### src/rtl/branch_predictor.sv
// Branch target buffer with per-entry saturating direction counters.
// Fetch looks it up combinationally to choose the next PC. The resolve stage
// updates it, and receives a mispredict flag and the corrected PC in return.
// Running statistics count resolved branches and mispredicts.
module branch_predictor #(
   parameter int ENTRIES = 16,
   parameter int CTR_W   = 2,
   parameter int CNT_W   = 32
) (
   input  logic             CLK,
   input  logic             nRST,
   input  logic             enable,
   input  logic             flush_all,
   input  logic [31:0]      pc_IF,
   output logic             pred_taken,
   output logic [31:0]      pred_target,
   input  logic             upd_valid,
   input  logic [31:0]      upd_pc,
   input  logic             upd_is_jump,
   input  logic             upd_taken,
   input  logic [31:0]      upd_target,
   input  logic             upd_pred_taken,
   input  logic [31:0]      upd_pred_target,
   output logic             mispredict,
   output logic [31:0]      correct_pc,
   output logic [CNT_W-1:0] branch_cnt,
   output logic [CNT_W-1:0] mispredict_cnt
);

   localparam int IDX_W = $clog2(ENTRIES);
   localparam int TAG_W = 30 - IDX_W;

   // Counter encodings. MAX is all ones, INIT is 01..1 (weakly not-taken)
   // and WT is 10..0 (weakly taken). These also hold when CTR_W is 1.
   localparam logic [CTR_W-1:0] CTR_MAX  = '1;
   localparam logic [CTR_W-1:0] CTR_INIT = CTR_MAX >> 1;
   localparam logic [CTR_W-1:0] CTR_WT   = ~CTR_INIT;
   localparam logic [CTR_W-1:0] CTR_ONE  = CTR_W'(1);
   localparam logic [CNT_W-1:0] CNT_ONE  = CNT_W'(1);

   logic [ENTRIES-1:0]             valid_q,  valid_d;
   logic [ENTRIES-1:0][TAG_W-1:0]  tag_q,    tag_d;
   logic [ENTRIES-1:0][31:0]       target_q, target_d;
   logic [ENTRIES-1:0][CTR_W-1:0]  ctr_q,    ctr_d;
   logic [CNT_W-1:0]               branch_cnt_q,  branch_cnt_d;
   logic [CNT_W-1:0]               mispred_cnt_q, mispred_cnt_d;

   logic [IDX_W-1:0] lk_idx_s;
   logic [TAG_W-1:0] lk_tag_s;
   logic             lk_hit_s;
   logic [IDX_W-1:0] upd_idx_s;
   logic [TAG_W-1:0] upd_tag_s;
   logic             upd_hit_s;
   logic             eff_taken_s;
   logic             upd_en_s;

   assign lk_idx_s    = pc_IF[IDX_W+1:2];
   assign lk_tag_s    = pc_IF[31:IDX_W+2];
   assign upd_idx_s   = upd_pc[IDX_W+1:2];
   assign upd_tag_s   = upd_pc[31:IDX_W+2];
   assign eff_taken_s = upd_taken | upd_is_jump;
   assign upd_en_s    = upd_valid & enable;

   // Fetch lookup: hit and direction from the current (pre-update) contents.
   always_comb begin
      lk_hit_s    = valid_q[lk_idx_s] && (tag_q[lk_idx_s] == lk_tag_s);
      pred_taken  = lk_hit_s && ctr_q[lk_idx_s][CTR_W-1];
      if (pred_taken) begin
         pred_target = target_q[lk_idx_s];
      end else begin
         pred_target = pc_IF + 32'd4;
      end
   end

   // Resolve-side check: compare the carried prediction with the actual outcome.
   always_comb begin
      upd_hit_s  = valid_q[upd_idx_s] && (tag_q[upd_idx_s] == upd_tag_s);
      mispredict = upd_valid &&
                   ((upd_pred_taken != eff_taken_s) ||
                    (eff_taken_s && (upd_pred_target != upd_target)));
      if (eff_taken_s) begin
         correct_pc = upd_target;
      end else begin
         correct_pc = upd_pc + 32'd4;
      end
   end

   // BTB next state: a flush wins over an update, and not-taken misses never allocate.
   always_comb begin
      valid_d  = valid_q;
      tag_d    = tag_q;
      target_d = target_q;
      ctr_d    = ctr_q;
      if (flush_all) begin
         valid_d = '0;
         for (int i = 0; i < ENTRIES; i++) begin
            ctr_d[i] = CTR_INIT;
         end
      end else if (upd_en_s) begin
         if (upd_hit_s) begin
            if (eff_taken_s) begin
               target_d[upd_idx_s] = upd_target;
               if (upd_is_jump || (ctr_q[upd_idx_s] == CTR_MAX)) begin
                  ctr_d[upd_idx_s] = CTR_MAX;
               end else begin
                  ctr_d[upd_idx_s] = ctr_q[upd_idx_s] + CTR_ONE;
               end
            end else begin
               if (ctr_q[upd_idx_s] == '0) begin
                  ctr_d[upd_idx_s] = '0;
               end else begin
                  ctr_d[upd_idx_s] = ctr_q[upd_idx_s] - CTR_ONE;
               end
            end
         end else if (eff_taken_s) begin
            valid_d[upd_idx_s]  = 1'b1;
            tag_d[upd_idx_s]    = upd_tag_s;
            target_d[upd_idx_s] = upd_target;
            if (upd_is_jump) begin
               ctr_d[upd_idx_s] = CTR_MAX;
            end else begin
               ctr_d[upd_idx_s] = CTR_WT;
            end
         end else begin
            valid_d = valid_q;
         end
      end else begin
         valid_d = valid_q;
      end
   end

   // Statistics next state: gated only by enable. A flush does not touch the counts.
   always_comb begin
      branch_cnt_d  = branch_cnt_q;
      mispred_cnt_d = mispred_cnt_q;
      if (upd_en_s) begin
         branch_cnt_d = branch_cnt_q + CNT_ONE;
         if (mispredict) begin
            mispred_cnt_d = mispred_cnt_q + CNT_ONE;
         end else begin
            mispred_cnt_d = mispred_cnt_q;
         end
      end else begin
         branch_cnt_d = branch_cnt_q;
      end
   end

   // State registers: an asynchronous reset clears every entry and both counters.
   always_ff @(posedge CLK or negedge nRST) begin
      if (!nRST) begin
         valid_q       <= '0;
         tag_q         <= '0;
         target_q      <= '0;
         for (int i = 0; i < ENTRIES; i++) begin
            ctr_q[i] <= CTR_INIT;
         end
         branch_cnt_q  <= '0;
         mispred_cnt_q <= '0;
      end else begin
         valid_q       <= valid_d;
         tag_q         <= tag_d;
         target_q      <= target_d;
         ctr_q         <= ctr_d;
         branch_cnt_q  <= branch_cnt_d;
         mispred_cnt_q <= mispred_cnt_d;
      end
   end

   assign branch_cnt     = branch_cnt_q;
   assign mispredict_cnt = mispred_cnt_q;

endmodule

### config.mk
export PLATFORM = sky130hd
export DESIGN_NAME = branch_predictor
export DESIGN_NICKNAME = d
export VERILOG_FILES = /design/src/rtl/branch_predictor.sv
export SDC_FILE = /design/constraint.sdc
export NUM_CORES = 2
export LEC_CHECK = 0
export BUFFER_PORTS_ARGS = -buffer_cell sky130_fd_sc_hd__buf_2
export CORE_ASPECT_RATIO = 1.75
export CORE_MARGIN = 8
export CORE_UTILIZATION = 40
export DETAILED_ROUTE_END_ITERATION = 8
export PLACE_DENSITY_LB_ADDON = 0.25
export SLEW_MARGIN = 0
export SYNTH_ARGS = -nofsm -noshare
export SYNTH_HDL_FRONTEND = slang
export SYNTH_SLANG_ARGS = --single-unit
### constraint.sdc
create_clock -name CLK -period 3.2 [get_ports CLK]
set_input_delay 0 -clock CLK [delete_from_list [all_inputs] [get_ports CLK]]
set_output_delay 0 -clock CLK [all_outputs]
set_load 0.02 [all_outputs]
==> out/metrics.yaml <==
run_status:
  status: "finished with violations"
  violations: "negative setup slack"
grt:
  grt_max_degree: 107
  antenna_found_initial: 7
  first_global_vias: 41853
  grt_usage_pct: 27.6
  grt_pass1_wl_mm: 296
  grt-ovfl-total: 0
timing:
  hold_violations: 0
  setup_violations: 497
  fmax_ghz: 0.229
  fin_skew_ps: 30.1
  rsz0062_at_grt: "true"
  tns_ps: -283620
  finalWorstSetupSlack_ps: -1170
  maxSlewHeadroom_pct: 36.3
  tightest_slew_ps: 956
  min_period_ps: 4370
  finalCritPeriodShare_pct: 136
  timing.hold.ws_ps: 99.3
  slew_viol_final: 0
worst_hold_path:
  min_from: "upd_pc[18]"
  hold_path.class: "primary input to flop"
clock_tree:
  cts_tree: "built"
  cts_root_buf: "clkbuf_16"
  cts_sinks: 1040
  insertion_delay_ps: 730
  clk_pin_slew_worst_paths_ps: 70
  htreeDepth: 3
  cts-buffers-inserted: 99
  cts_buffer_depth: 3
worst_setup_path:
  critPathTopFamily: "multiplexers"
  cp.required_ps: 3200
  startpoint: "tag_q[404]"
  end_kind: "output pin"
  crit_chain: "mux4_2 -> mux4_2 -> xnor2_1 -> nand4_1 -> or4_4 -> nor4_4 -> buf_6 -> buf_12 -> buf_12 -> mux2_4 -> buf_6"
  cp_slowest_cell: "or4_4"
  critical_path_class: "flop to output pin"
  rr_startpoint: "tag_q[387]"
  crit_path_start_kind: "flop"
  cp_max_fo: 8
  path_buf_inv: 4
  crit_arrival_ps: 4370
  critPathMaxStageDelay_ps: 570
place:
  place_hpwl_mm: 136
  port_buffers: 265
  placed_cells: 6356
  pre_cts_ws_ps: -1280
  routabilityCongestion: 0.984
  dpl_cell_area_um2: 61700
synthesis:
  syn-instance-count: 4034
  syn_area_um2: 53600
  ys_seq_area_share_pct: 48.6
  synthDominantCellAreaShare_pct: 47.8
  yosys_most_used_dff: "dfrtp_1"
  ys_warn_count: 0
  ys_top_cells_by_area: "dfrtp_1 48%, mux4_2 16%, mux2_2 16%"
  synth.distinct_cells: 76
  yosysTopAreaCell: "dfrtp_1"
  synth_edf_count: 0
  yosysMostFrequentCell: "dfrtp_1"
  synth_top_cells_by_count: "1024 x dfrtp_1, 765 x mux2_2, 385 x mux4_2"
  avgSynthCellArea_um2: 13.3
  synth_fp_nets: 4179
  ys_ff_latch: 1040
  async_reset_ff_share_pct: 100
die:
  io_pins: 266
  die-area_um2: 146000
  die_w_um: 293
  die_h_um: 500
  fp-row-count: 177
  core_um2: 133000
  start_util_pct: 40.3
cells_and_area:
  final_area_um2: 71100
  fillCellCount: 11023
  final_cells: 6734
  final_core_util_pct: 53.4
  nets: 5007
  area_growth_pct: 32.6
  drive_above_1_share_pct: 56.5
pwr:
  irDropWorstVdd_mv: 0.406
  p_leak_nw: 33.0
  power.total_mw: 34.8
  p_per_area_nw_per_um2: 490
routing:
  ant_nets: 0
  drc: 0
  routed_wl_mm: 205
  drt_iter0_markers: 3239
  drtPass1Iterations: 6
  via_per_inst: 5.90
  post_drt_wl_per_cell_um: 30.4
  via_count: 39732
run:
  maxCapViolations: 0
==> cell type report <==
cell class | instances | area [µm²] | area share, %
Antenna cell | 4 | 10.0 | 0.0141
Timing Repair Buffer | 1126 | 10800 | 15.2
Clock buffer | 144 | 2900 | 4.07
Sequential cell | 1040 | 26000 | 36.6
Inverter | 43 | 161 | 0.227
Multi-Input combinational cell | 2552 | 28400 | 40.0
Tap cell | 1790 | 2240 | 3.15
Clock inverter | 35 | 483 | 0.679
==> final timing paths <==
kind / to / cells past startpoint / slack [ps]
hold reg to reg: branch_cnt[31] / 1 / 480
min in group asynchronous: target_q[94] / 3 / 170
setup reg to reg: ctr_q[7] / 15 / -750
setup / recovery: pred_target[3] / 11 / -1170
hold / removal: tag_q[142] / 4 / 100
max in group asynchronous: tag_q[326] / 4 / 2450
==> worst min-delay path: cells and delay by family <==
| family | cells | cell delay, ps |
|---|---|---|
| compound gates | 1 | 150 |
| buf+inv | 3 | 600 |
==> placed cells by master, fill, tap and decap left out, types with 13 or more instances in the layout <==
master	synthesis	routed
buf_2	69	224
a21oi_1	46	22
clkbuf_1	247	20
a22oi_1	18	18
and2_1	20	20
nand2b_1	13	13
and3_1	40	33
o21ai_2	0	119
xnor2_1	121	117
clkbuf_16	0	103
inv_1	39	39
nand2_2	0	133
o21ai_1	9	83
clkbuf_8	0	25
mux4_2	385	385
buf_12	0	151
nor2_1	63	58
nand2_1	363	177
xor2_1	73	73
a21oi_2	1	23
o211ai_1	21	21
buf_6	10	90
dlygate4sd3_1	0	61
mux2i_1	57	57
nand3_1	57	53
buf_4	22	549
o21ai_0	248	48
clkinv_2	0	16
nand4_1	36	36
mux2_2	765	521
a22o_1	17	17
nand2_4	0	41
mux2_4	0	244
buf_8	0	36
nor3_1	23	23
dfrtp_1	1024	1024
dfstp_2	16	16
==> report_power, final <==
| group | switching (mW) | total, mW | internal, mW |
|---|---|---|---|
| combinational | 3.26 | 6.91 | 3.65 |
| sequential | 0.952 | 15.5 | 14.6 |
| clock | 5.39 | 12.4 | 7.03 |
| total | 9.60 | 34.8 | 25.2 |
==> per-layer routing <==
metal	vias up	share of wire (%)	routed length, µm	track usage [%]
met5	-	0.013	26	0
met4	4	8.4	17100	19.5
met3	551	6.8	14000	5.16
met2	1710	47	97300	44.8
met1	20939	37	76500	32.8
li1	16528	-	-	-
==> kinds of logic (layout without fill, tap and decap cells) <==
kind of cell | count (synthesis) | in the layout | synth area share, %
compound gates | 472 | 473 | 5.43
xor+xnor | 194 | 194 | 3.17
fa+ha+maj | 9 | 9 | 0.210
buf+inv | 444 | 1348 | 3.56
flops | 1040 | 1040 | 48.6
mux | 1207 | 1207 | 33.3
other cells | 0 | 4 | 0
simple gates | 668 | 669 | 5.74
==> sequential cells by signal (all words and copies together), names as in the netlist <==
| signal | count |
|---|---|
| mispredict_cnt | 32 |
| tag_q | 416 |
| valid_q | 16 |
| ctr_q | 32 |
| branch_cnt | 32 |
| target_q | 512 |
==> what timing repair did <==
action	in CTS	in global routing
buffers inserted	113	47
endpoints found under the setup margin	497	500
resized for setup	779	445
hold buffers	62	0
hold endpoints to repair	1627	0
cloned	36	3
pin swaps	132	65
(Power assumes the default switching activity.)
